==> src/rtl/fb_pkg.sv <==
// fb_pkg: framebuffer geometry, bus widths and the
// owner tag carried alongside each accepted access.
package fb_pkg;

   localparam int unsigned PANEL_W     = 320;
   localparam int unsigned PANEL_H     = 240;
   localparam int unsigned PX_PER_BYTE = 8;

   // Mono panel, one bit per pixel.
   localparam int unsigned FBSIZE = PANEL_W * PANEL_H / PX_PER_BYTE;

   localparam int unsigned ADDR_W = 32;
   localparam int unsigned DATA_W = 8;

   typedef enum logic [1:0] {
      OWN_NONE = 2'd0,
      OWN_LCD  = 2'd1,
      OWN_HOST = 2'd2
   } owner_e;

   typedef struct packed {
      owner_e owner;
      logic   we;
      logic   err;
   } tag_t;

   localparam tag_t TAG_NONE = '{
      owner: OWN_NONE,
      we:    1'b0,
      err:   1'b0
   };

   function automatic logic out_of_range(
      input logic [ADDR_W-1:0] addr,
      input int unsigned       size
   );
      return addr >= ADDR_W'(size);
   endfunction

endpackage

==> src/rtl/fb_rsp_pipe.sv <==
// fb_rsp_pipe: two-stage owner tag pipe that lines up with
// the RAM read latency and steers read data to its owner.
module fb_rsp_pipe (
   input  logic                      clk,
   input  logic                      rst_n,
   input  fb_pkg::tag_t              acc_tag,
   input  logic [fb_pkg::DATA_W-1:0] ram_rdata,
   output logic                      lcd_rvalid,
   output logic [fb_pkg::DATA_W-1:0] lcd_rdata,
   output logic                      host_rvalid,
   output logic [fb_pkg::DATA_W-1:0] host_rdata,
   output logic                      host_err
);
   import fb_pkg::*;

   tag_t              s1_q, s1_d;
   tag_t              s2_q, s2_d;
   logic              lcd_rvalid_q, lcd_rvalid_d;
   logic [DATA_W-1:0] lcd_rdata_q, lcd_rdata_d;
   logic              host_rvalid_q, host_rvalid_d;
   logic [DATA_W-1:0] host_rdata_q, host_rdata_d;
   logic              host_err_q, host_err_d;
   logic [DATA_W-1:0] rsp_data;

   // Advance tags in order; stage 2 meets the RAM data.
   always_comb begin
      s1_d = acc_tag;
      s2_d = s1_q;
   end

   // Route the returning byte; out-of-range reads return zero.
   always_comb begin
      rsp_data      = s2_q.err ? '0 : ram_rdata;
      lcd_rvalid_d  = 1'b0;
      lcd_rdata_d   = lcd_rdata_q;
      host_rvalid_d = 1'b0;
      host_rdata_d  = host_rdata_q;
      host_err_d    = 1'b0;
      unique case (s2_q.owner)
         OWN_LCD: begin
            lcd_rvalid_d = 1'b1;
            lcd_rdata_d  = rsp_data;
         end
         OWN_HOST: begin
            host_err_d = s2_q.err;
            if (!s2_q.we) begin
               host_rvalid_d = 1'b1;
               host_rdata_d  = rsp_data;
            end
         end
         default: ;
      endcase
   end

   // Pipe and response registers; reset drops in-flight tags.
   always_ff @(posedge clk or negedge rst_n) begin
      if (!rst_n) begin
         s1_q          <= TAG_NONE;
         s2_q          <= TAG_NONE;
         lcd_rvalid_q  <= 1'b0;
         lcd_rdata_q   <= '0;
         host_rvalid_q <= 1'b0;
         host_rdata_q  <= '0;
         host_err_q    <= 1'b0;
      end else begin
         s1_q          <= s1_d;
         s2_q          <= s2_d;
         lcd_rvalid_q  <= lcd_rvalid_d;
         lcd_rdata_q   <= lcd_rdata_d;
         host_rvalid_q <= host_rvalid_d;
         host_rdata_q  <= host_rdata_d;
         host_err_q    <= host_err_d;
      end
   end

   assign lcd_rvalid  = lcd_rvalid_q;
   assign lcd_rdata   = lcd_rdata_q;
   assign host_rvalid = host_rvalid_q;
   assign host_rdata  = host_rdata_q;
   assign host_err    = host_err_q;

endmodule

==> src/rtl/fb_arbiter.sv <==
// fb_arbiter: shares one framebuffer RAM port between LCD
// scanout and the host, with bounded host starvation.
module fb_arbiter #(
   parameter int unsigned FBSIZE     = fb_pkg::FBSIZE,
   parameter int unsigned STARVE_MAX = 8
) (
   input  logic                      clk,
   input  logic                      rst_n,
   input  logic                      lcd_req,
   input  logic [fb_pkg::ADDR_W-1:0] lcd_addr,
   output logic                      lcd_rdy,
   output logic                      lcd_rvalid,
   output logic [fb_pkg::DATA_W-1:0] lcd_rdata,
   input  logic                      host_req,
   input  logic                      host_we,
   input  logic [fb_pkg::ADDR_W-1:0] host_addr,
   input  logic [fb_pkg::DATA_W-1:0] host_wdata,
   output logic                      host_rdy,
   output logic                      host_rvalid,
   output logic [fb_pkg::DATA_W-1:0] host_rdata,
   output logic                      host_err,
   output logic [fb_pkg::ADDR_W-1:0] ram_addr,
   output logic                      ram_we,
   output logic [fb_pkg::DATA_W-1:0] ram_wdata,
   input  logic [fb_pkg::DATA_W-1:0] ram_rdata
);
   import fb_pkg::*;

   localparam int unsigned CNT_W = $clog2(STARVE_MAX + 1);
   localparam logic [CNT_W-1:0] CNT_MAX = CNT_W'(STARVE_MAX);

   logic [CNT_W-1:0]  starve_q, starve_d;
   logic [ADDR_W-1:0] ram_addr_q, ram_addr_d;
   logic              ram_we_q, ram_we_d;
   logic [DATA_W-1:0] ram_wdata_q, ram_wdata_d;

   logic host_turn;
   logic lcd_go;
   logic host_go;
   logic lcd_oor;
   logic host_oor;
   tag_t acc_tag;

   // Grant: LCD by default, host once it has been starved enough.
   always_comb begin
      host_turn = (starve_q == CNT_MAX);
      lcd_go    = rst_n & lcd_req & (~host_req | ~host_turn);
      host_go   = rst_n & host_req & (~lcd_req | host_turn);
   end

   assign lcd_rdy  = lcd_go;
   assign host_rdy = host_go;

   // Launch the winner onto the RAM port and build its tag.
   always_comb begin
      lcd_oor     = out_of_range(lcd_addr, FBSIZE);
      host_oor    = out_of_range(host_addr, FBSIZE);
      ram_addr_d  = ram_addr_q;
      ram_we_d    = 1'b0;
      ram_wdata_d = ram_wdata_q;
      acc_tag     = TAG_NONE;
      unique case (1'b1)
         lcd_go: begin
            ram_addr_d    = lcd_addr;
            acc_tag.owner = OWN_LCD;
            acc_tag.err   = lcd_oor;
         end
         host_go: begin
            ram_addr_d    = host_addr;
            ram_we_d      = host_we & ~host_oor;
            ram_wdata_d   = host_wdata;
            acc_tag.owner = OWN_HOST;
            acc_tag.we    = host_we;
            acc_tag.err   = host_oor;
         end
         default: ;
      endcase
   end

   // Count LCD wins while the host waits; saturate at the limit.
   always_comb begin
      starve_d = starve_q;
      if (!host_req || host_go) begin
         starve_d = '0;
      end else if (lcd_go && !host_turn) begin
         starve_d = starve_q + 1'b1;
      end
   end

   // RAM port and starvation registers.
   always_ff @(posedge clk or negedge rst_n) begin
      if (!rst_n) begin
         starve_q    <= '0;
         ram_addr_q  <= '0;
         ram_we_q    <= 1'b0;
         ram_wdata_q <= '0;
      end else begin
         starve_q    <= starve_d;
         ram_addr_q  <= ram_addr_d;
         ram_we_q    <= ram_we_d;
         ram_wdata_q <= ram_wdata_d;
      end
   end

   assign ram_addr  = ram_addr_q;
   assign ram_we    = ram_we_q;
   assign ram_wdata = ram_wdata_q;

   fb_rsp_pipe u_rsp (
      .clk         (clk),
      .rst_n       (rst_n),
      .acc_tag     (acc_tag),
      .ram_rdata   (ram_rdata),
      .lcd_rvalid  (lcd_rvalid),
      .lcd_rdata   (lcd_rdata),
      .host_rvalid (host_rvalid),
      .host_rdata  (host_rdata),
      .host_err    (host_err)
   );

endmodule

==> config.mk <==
export PLATFORM = sky130hd
export DESIGN_NAME = fb_arbiter
export DESIGN_NICKNAME = d
export VERILOG_FILES = /design/src/rtl/fb_pkg.sv /design/src/rtl/fb_rsp_pipe.sv /design/src/rtl/fb_arbiter.sv
export SDC_FILE = /design/constraint.sdc
export NUM_CORES = 1
export LEC_CHECK = 0
export ABC_AREA = 1
export BUFFER_PORTS_ARGS = -buffer_cell sky130_fd_sc_hd__buf_2
export CORE_UTILIZATION = 43
export CTS_CLUSTER_DIAMETER = 80
export DETAILED_ROUTE_END_ITERATION = 8
export MAX_ROUTING_LAYER = met4
export PLACE_DENSITY = 0.82
export SYNTH_ARGS = -nofsm -noshare
export SYNTH_HDL_FRONTEND = slang
export SYNTH_HIERARCHICAL = 1
export SYNTH_SLANG_ARGS = --single-unit
export TNS_END_PERCENT = 50
==> constraint.sdc <==
create_clock -name clk -period 1.4 [get_ports clk]
set_input_delay 0.21 -clock clk [delete_from_list [all_inputs] [get_ports clk]]
set_output_delay 0.21 -clock clk [all_outputs]
set_load 0.05 [all_outputs]
==> run summary, run 1 <==
The worst hold path begins at host_wdata[0]. The launching instance or port of the critical path is starve_q[0]$_DFFE_PN0P_. The diode insertion count for antenna repair came out at 0.

The layout overhead on the synthesized area is 42.67%. After detailed routing, the number of remaining DRC violations is 0. The clock tree from TritonCTS is done. Cells with a size suffix above 1 make up 38.33% of the layout. The total negative slack came out at -10.52 ns.

The count of flip-flops with a built-in enable after synthesis is 0. The first global-routing pass estimated 16300 um of wire. A synthesized cell averages 7.844 sq um. Ranked by total cell area, the synthesized netlist is headed by sky130_fd_sc_hd__dfrtp_1 (49%), sky130_fd_sc_hd__nand2_1 (11%), sky130_fd_sc_hd__inv_1 (9.3%), sky130_fd_sc_hd__nand3_1 (7.5%), sky130_fd_sc_hd__nand3b_1 (5.1%). Counting the buffers created by CTS gives 9. The slew at the pin with the worst max-slew slack came out at 0.7283 ns. The most used flip-flop cell after synthesis is sky130_fd_sc_hd__dfrtp_1. The floorplan step set the die height to 94.40 um.

The type of origin of the critical path is a register. 147 I/O pins were placed. The static power due to leakage came out at 0.003004 uW. The minimum period implied by the final worst setup slack is 1.755 ns.

The part of the cycle the worst path needs is 125.3%. The total count of max-transition violations in the final report came out at 0. The overall overflow remaining after global route is 0. Synthesis produced 468 cells. The average wire per cell in the routed design came out at 14.33 um. The max-slew headroom at the worst pin is 51.45%. The all-layer global routing usage came out at 25.12%. The count of final hold-check violations is 0. The H-tree generated during clock tree synthesis spans 3 levels. The top-area cell type share of the netlist area came out at 49.08%. Walking the worst path, the cells encountered are inv_2, ha_4, nand3_4, buf_4, nand2_4, nand2_4, inv_4, buf_8. The detailed-placement wirelength estimate is 7323 um. After layout, the design draws a total of 6219 uW.

The count of buffers inserted at the top-level ports came out at 146. In the post-synthesis netlist, the cell with the most instances is sky130_fd_sc_hd__nand2_1. The post-synthesis sequential area ratio is 49.08%. The later-pin clock latency in the skew report came out at 0.34 ns.

The worst clock skew is 0.01329 ns. The biggest area contributor in the post-synthesis netlist is sky130_fd_sc_hd__dfrtp_1. STA puts the critical path data required time at 1.19 ns.

The routed via count is 3723. The root buffer cell chosen for the clock tree is sky130_fd_sc_hd__clkbuf_8. Of all nets on the critical path, the largest fanout is 2. Fill cells in the final layout number 673. The worst register-to-register path begins at starve_q[0]$_DFFE_PN0P_. The post-layout net count is 729. The final standard cell area without fillers came out at 0.005238 sq mm. On the worst path, the slowest cell contributes a delay of 0.40 ns. The library cell contributing the largest single delay on the critical path is sky130_fd_sc_hd__dfrtp_1. The final reports fail on setup timing. The endpoint kind of the worst setup timing path is a primary output. The setup slack of the critical path after layout is -0.3547 ns. The flow ran to the end, but the final reports show violations. The maximum number of pins on one net before global-route repair is 58. The core region area is 0.008258 sq mm.

The clock net in this run drives a total of 72 sinks. Routability-driven placement finished with a final weighted congestion of 0.8527. The area of placed instances is 0.004522 sq mm. The number of warnings issued by yosys is 6. Setup repair after global routing could not meet its margin everywhere. Dividing total power by cell area gives a power density of 1187 mW/mm^2. The fraction of registers with async set or reset after synthesis came out at 100.0%.

The die boundary width came out at 94.40 um. The via density per instance is 4.951. The number of antenna violations at the first check in global routing was 0.

The setup-violating endpoint count in the final report is 47. The synthesized design contains 72 register bits. The total of max-cap violations is 0. The largest voltage drop on the vdd net came out at 0.0006341 V.

The area enclosed by the die boundary came out at 0.008910 sq mm. The number of nets in the synthesized netlist is 555. In this run the worst hold path is classified as input pin to register. For this block, the routed nets add up to 10770 um of wire. The first detailed-routing pass ran for 5 iterations. The setup path with the least slack is of type register to primary output.

By count the netlist is led by sky130_fd_sc_hd__nand2_1 (111), sky130_fd_sc_hd__inv_1 (91), sky130_fd_sc_hd__dfrtp_1 (72), sky130_fd_sc_hd__nand3_1 (55), sky130_fd_sc_hd__o21ai_1 (31). For this block, the initial DRC count from the detailed router was 157. The remaining antenna violation count is 0.

The arrival time of data at the critical path endpoint is 1.54 ns. After clock tree synthesis, the clock-pin slew on the worst setup and hold paths is 0.08 ns. By instance count, the cell type seen most on the critical path is sky130_fd_sc_hd__nand2_4. No sink is reached through more buffers than the 2 on the longest clock path. The area of the mapped netlist is 0.003671 sq mm.

The floorplan has 33 rows. The effective utilization at floorplan came out at 44.45%. The synthesized netlist contains 23 unique library cells. The maximum clock rate came out at 569.9 MHz. The tightest hold path in the finished design has a slack of 0.05486 ns.

The via count of the first global-routing pass came out at 3548.
==> worst paths after layout <==
path / end / slack (ns) / cells past startpoint
worst min register to register: u_rsp/s2_q[1]$_DFF_PN0_ / 0.35 / 0
worst max register to register: ram_addr[1]$_DFFE_PN0P_ / -0.30 / 12
worst min-delay path: ram_wdata[0]$_DFFE_PN0P_ / 0.05 / 3
min in group asynchronous: ram_addr[16]$_DFFE_PN0P_ / 0.06 / 2
worst max-delay path: host_rdy / -0.35 / 8
max in group asynchronous: ram_addr[4]$_DFFE_PN0P_ / 0.77 / 3
==> kinds of logic (layout without fill, tap and decap cells) <==
kind of cell	after synthesis	after routing	synth area share, %
buffers and inverters	117	296	14.18
DFF	72	72	49.08
xor gates and xnor gates	2	2	0.4773
adders and majority gates	2	2	0.6816
and+or+nand+nor	230	230	29.31
AOI/OAI and AO/OA	45	45	6.272
==> area by class of cell <==
class                   count  area [sq um]  share of cell area [%]
flip-flops and latches     72          1802                   34.40
multi-input cells         279          1478                   28.21
repair buffers            184          1266                   24.18
inverters                  96         365.4                   6.976
well taps                 105         131.4                   2.508
clock buffers              10         127.6                   2.437
clock inverters             6         67.56                   1.290
==> per-layer routing <==
layer,track usage (%),part of all wire [%],routed length (um)
met1,29.28,42,4529
met2,40.58,49,5287
met3,6.924,6.5,695
met4,10.90,2.4,262
met5,-,0,0
==> layout by cell type, fill, tap and decap left out, types with 9 or more instances in the layout <==
master	instances
sky130_fd_sc_hd__inv_1	86
sky130_fd_sc_hd__nand3_1	47
sky130_fd_sc_hd__buf_8	11
sky130_fd_sc_hd__o21ai_1	33
sky130_fd_sc_hd__nand3b_1	25
sky130_fd_sc_hd__nand2_1	91
sky130_fd_sc_hd__buf_4	19
sky130_fd_sc_hd__dfrtp_1	72
sky130_fd_sc_hd__nor2_1	28
sky130_fd_sc_hd__nand2_2	19
sky130_fd_sc_hd__buf_2	143
sky130_fd_sc_hd__clkbuf_8	9
==> registers in the layout, summed over array words and instances, names as in the netlist, 4 cells and up <==
signal and flops:
ram_addr 32, u_rsp/s1_q 4, u_rsp/s2_q 4, u_rsp/host_rdata 8, ram_wdata 8, u_rsp/lcd_rdata 8
starve_q 4
==> repair_timing <==
action | in CTS | in global routing
endpoints found under the hold margin | 15 | 0
pin swaps | 5 | 11
endpoints found under the setup margin | 36 | 50
gates resized for setup | 32 | 45
hold buffers | 1 | 0
cloned | 4 | 1
setup buffers | 12 | 6
==> per-stage QoR <==
stage,instances,setup slack (ns),util [%]
finish,752,-0.3547,63.42
global route,752,-0.4125,63.42
CTS,750,-0.3240,61.30
detailed placement,717,-0.07372,54.76
global placement,717,-0.01170,54.76
floorplan,468,0.04488,-
==> power breakdown <==
group	switching, uW	internal [uW]	total, uW
clock network	817	830	1650
logic	1490	591	2080
registers	148	2340	2490
==> critical path: cells and delay by family, from the launching register on <==
family / cells / cell delay [ns]
buffers and inverters: 4 / 0.45
DFF: 1 / 0.40
and+or+nand+nor: 3 / 0.20
adders and majority gates: 1 / 0.14
Power figures use the tool's default switching activity.
==> inputs of run 2 (changes only) <==
Settings changed: PLACE_DENSITY 0.82 to 0.72.
==> run summary, run 2 (synthesized netlist as in run 1, its figures left out) <==
The flow ran to the end, but the final reports show violations. The checks that failed: setup timing. The total number of H-tree levels is 3 (unchanged).

The all-layer global routing usage came out at 25.25% (+0.13 points). The diode insertion count for antenna repair came to 0 (unchanged). The utilization after layout came out at 65.17% (+1.7 points). The maximum number of pins on one net before global-route repair is 72 (+24%). The worst-case setup slack after placement came out at -0.04122 ns (+0.03249 ns). The fraction of final layout cells sized beyond drive strength 1 came to 42.88% (+4.5 points). The via density per instance came out at 4.901 (-1.0%). The path type of the worst min-delay path is input pin to register. The signal on the critical path passes through inv_2, ha_4, nand3_4, o211ai_1, inv_2, buf_8. The clock transition time at the flip-flop clock pins of the worst setup and hold paths came out at 0.10 ns (+0.02 ns). The worst setup path is launched from a register. The iteration-0 DRC count of the detailed router is 135 (-14%). The core region area came to 0.008258 sq mm (unchanged). The post-layout net count came out at 728 (-0.14%). The switching component of the power is 2566 uW (+4.4%). The area growth from synthesis to layout is 46.59%. The number of cells traversed by the worst register-to-register path is 12 (unchanged). The setup slack of the critical path after layout came out at -0.3721 ns (-0.01739 ns).

The deepest clock path buffer count is 2 (unchanged). The number of buffers created by CTS is 9 (unchanged). The vertical die dimension came out at 94.40 um (unchanged). The later-pin clock latency in the skew report came out at 0.36 ns (+0.02 ns). The internal power came out at 3622 uW (-3.7%).

The part of the cycle the worst path needs came out at 126.6% (+1.2 points). The number of antenna violations at the first check in global routing came out at 0 (unchanged). The count of final hold-check violations came out at 0 (unchanged).

The number of iterations in the first detailed-routing pass came out at 4 (-1). The static power due to leakage came to 0.003023 uW (+0.65%). The total wirelength of the detailed-routed design came to 10790 um (+0.11%).

The combinational power share was 34.5% (+1.0 points). The total count of max-transition violations in the final report is 0 (unchanged). The average wire per cell in the routed design came out at 14.36 um (+0.24%).

The placed instance count is 717 (unchanged). The clock tree from TritonCTS is done. The worst setup path is captured at a primary output. The maximum clock rate was 564.3 MHz (-0.98%).

The total of max-cap violations came to 0 (unchanged). The number of top-level pins is 147 (unchanged). The worst clock skew is 0.01744 ns (+0.004146 ns). The worst hold path cell count was 3 (unchanged).

The max-slew headroom at the worst pin came out at 41.61% (-9.8 points). The overall overflow remaining after global route is 0 (unchanged). The hold slack came out at 0.04853 ns (-0.006338 ns). The wire length of the first global-routing pass is 16660 um (+2.2%). The die boundary width came out at 94.40 um (unchanged).

The final weighted congestion of routability-driven global placement is 0.8497 (-0.35%). The via count of the first global-routing pass is 3623 (+2.1%). The largest voltage drop on the vdd net was 0.0006095 V (-3.9%). The setup-violating endpoint count in the final report is 46 (-2.1%).

The area enclosed by the die boundary came to 0.008910 sq mm (unchanged). The total negative slack came to -9.545 ns (+0.9706 ns). The power per cell area is 1150 mW/mm^2 (-3.2%).

The number of rows in the core area came to 33 (unchanged). The minimum period implied by the final worst setup slack is 1.772 ns (+0.01739 ns). The remaining antenna violation count is 0 (unchanged).

The largest fanout on the critical path came out at 2 (unchanged). The sequential power share is 40.4% (+0.4 points). Leaving out fill and tap cells, the most frequent cell in the layout is sky130_fd_sc_hd__buf_2. The cell at the root of the clock tree is sky130_fd_sc_hd__clkbuf_8. The start-to-end type of the worst setup path is register to primary output. In the layout the commonest cells are sky130_fd_sc_hd__buf_2 (143), sky130_fd_sc_hd__inv_1 (86), sky130_fd_sc_hd__nand2_1 (78), sky130_fd_sc_hd__dfrtp_1 (72), sky130_fd_sc_hd__nand3_1 (33). The effective utilization at floorplan came out at 44.45% (unchanged).

The count of buffers inserted at the top-level ports came out at 146 (unchanged). The fill cell instance count of the final layout came to 706 (+4.9%). The largest individual stage delay along the critical path comes from the cell sky130_fd_sc_hd__dfrtp_1.

The number of flip-flops in the largest register is 32 (unchanged). The share of total power in the clock network came to 25.1% (-1.4 points). The detailed-placement wirelength estimate was 7051 um (-3.7%).

The longest individual stage delay on the worst path is 0.39 ns (about the same). The number of remaining DRC errors came out at 0 (unchanged). The filler-free cell count of the finished design came out at 751 (-0.13%). Counting stages on the worst path, the most repeated cell is sky130_fd_sc_hd__inv_2. The slew at the pin with the worst max-slew slack came out at 0.8758 ns (+0.1475 ns). The critical path required time came out at 1.19 ns (about the same).

Setup repair after global routing could not meet its margin everywhere. The count of clock tree sinks is 72 (unchanged). The routed via count is 3681 (-1.1%). The switching share of power was 41.47% (+1.9 points).

The arrival time of data at the critical path endpoint is 1.56 ns (+0.02 ns).
-- run 2: cell count changes in the layout (fill, tap and decap cells not counted), moves of 5 or more --
cell	delta
sky130_fd_sc_hd__nand2_4	+13
sky130_fd_sc_hd__nand3_1	-14
sky130_fd_sc_hd__nand2_1	-13
sky130_fd_sc_hd__nand3_2	+14
sky130_fd_sc_hd__buf_8	-5
sky130_fd_sc_hd__buf_6	+7
-- run 2: what timing repair did --
action / 4_1_cts / 5_1_grt
pin swaps: 6 / 14
buffers inserted: 12 / 7
setup endpoints to repair: 18 / 51
gates cloned: 4 / 1
hold endpoints to repair: 1 / 0
hold buffers: 1 / 0
gates resized for setup: 33 / 102
-- run 2: per-layer routing --
| layer | vias to the layer above | track usage [%] | part of all wire [%] |
|---|---|---|---|
| met5 | - | - | 0 |
| met4 | 0 | 7.949 | 1.4 |
| met3 | 13 | 6.361 | 5.9 |
| met2 | 127 | 39.98 | 50 |
| met1 | 1752 | 31.76 | 43 |
| li1 | 1789 | - | - |
-- run 2: path summary, 6_finish.rpt --
check | endpoint | slack [ns] | start
setup / recovery | lcd_rdy | -0.37 | starve_q[0]$_DFFE_PN0P_
min in group asynchronous | u_rsp/lcd_rdata[7]$_DFFE_PN0N_ | 0.15 | rst_n
max in group asynchronous | ram_addr[15]$_DFFE_PN0P_ | 0.70 | rst_n
hold reg to reg | u_rsp/s2_q[3]$_DFF_PN0_ | 0.34 | u_rsp/s1_q[3]$_DFF_PN0_
setup reg to reg | ram_addr[31]$_DFFE_PN0P_ | -0.28 | starve_q[0]$_DFFE_PN0P_
hold / removal | ram_wdata[7]$_DFFE_PN0P_ | 0.05 | host_wdata[7]
-- run 2: layout make-up --
class / instances / area, sq um / area share, %
Clock inverter: 7 / 61.31 / 1.139
Tap cell: 105 / 131.4 / 2.441
Multi-Input combinational cell: 279 / 1655 / 30.76
Sequential cell: 72 / 1802 / 33.48
Clock buffer: 9 / 123.9 / 2.302
Timing Repair Buffer: 183 / 1237 / 22.99
Inverter: 96 / 370.4 / 6.882
-- run 2: metrics by stage --
stage          cell area [sq um]  total power [uW]
2_1_floorplan               3671              3870
3_3_place_gp                4534              4410
3_5_place_dp                4534              4439
4_1_cts                     5021              6084
5_1_grt                     5381              6513
6_report                    5381              6188
-- run 2: critical path, delay by kind of cell, from the launching register on --
family | cells | cell delay (ns)
DFF | 1 | 0.39
buffers and inverters | 3 | 0.36
AOI/OAI and AO/OA | 1 | 0.26
adders and majority gates | 1 | 0.14
and+or+nand+nor | 1 | 0.06
-- run 2: power groups by stage --
stage / Combinational, uW / Clock [uW] / Sequential [uW]
2_1_floorplan: 476 / 0 / 3390
3_3_place_gp: 1900 / 0 / 2510
3_5_place_dp: 1920 / 0 / 2520
4_1_cts: 2010 / 1590 / 2480
5_1_grt: 2280 / 1700 / 2530
6_report: 2140 / 1550 / 2500
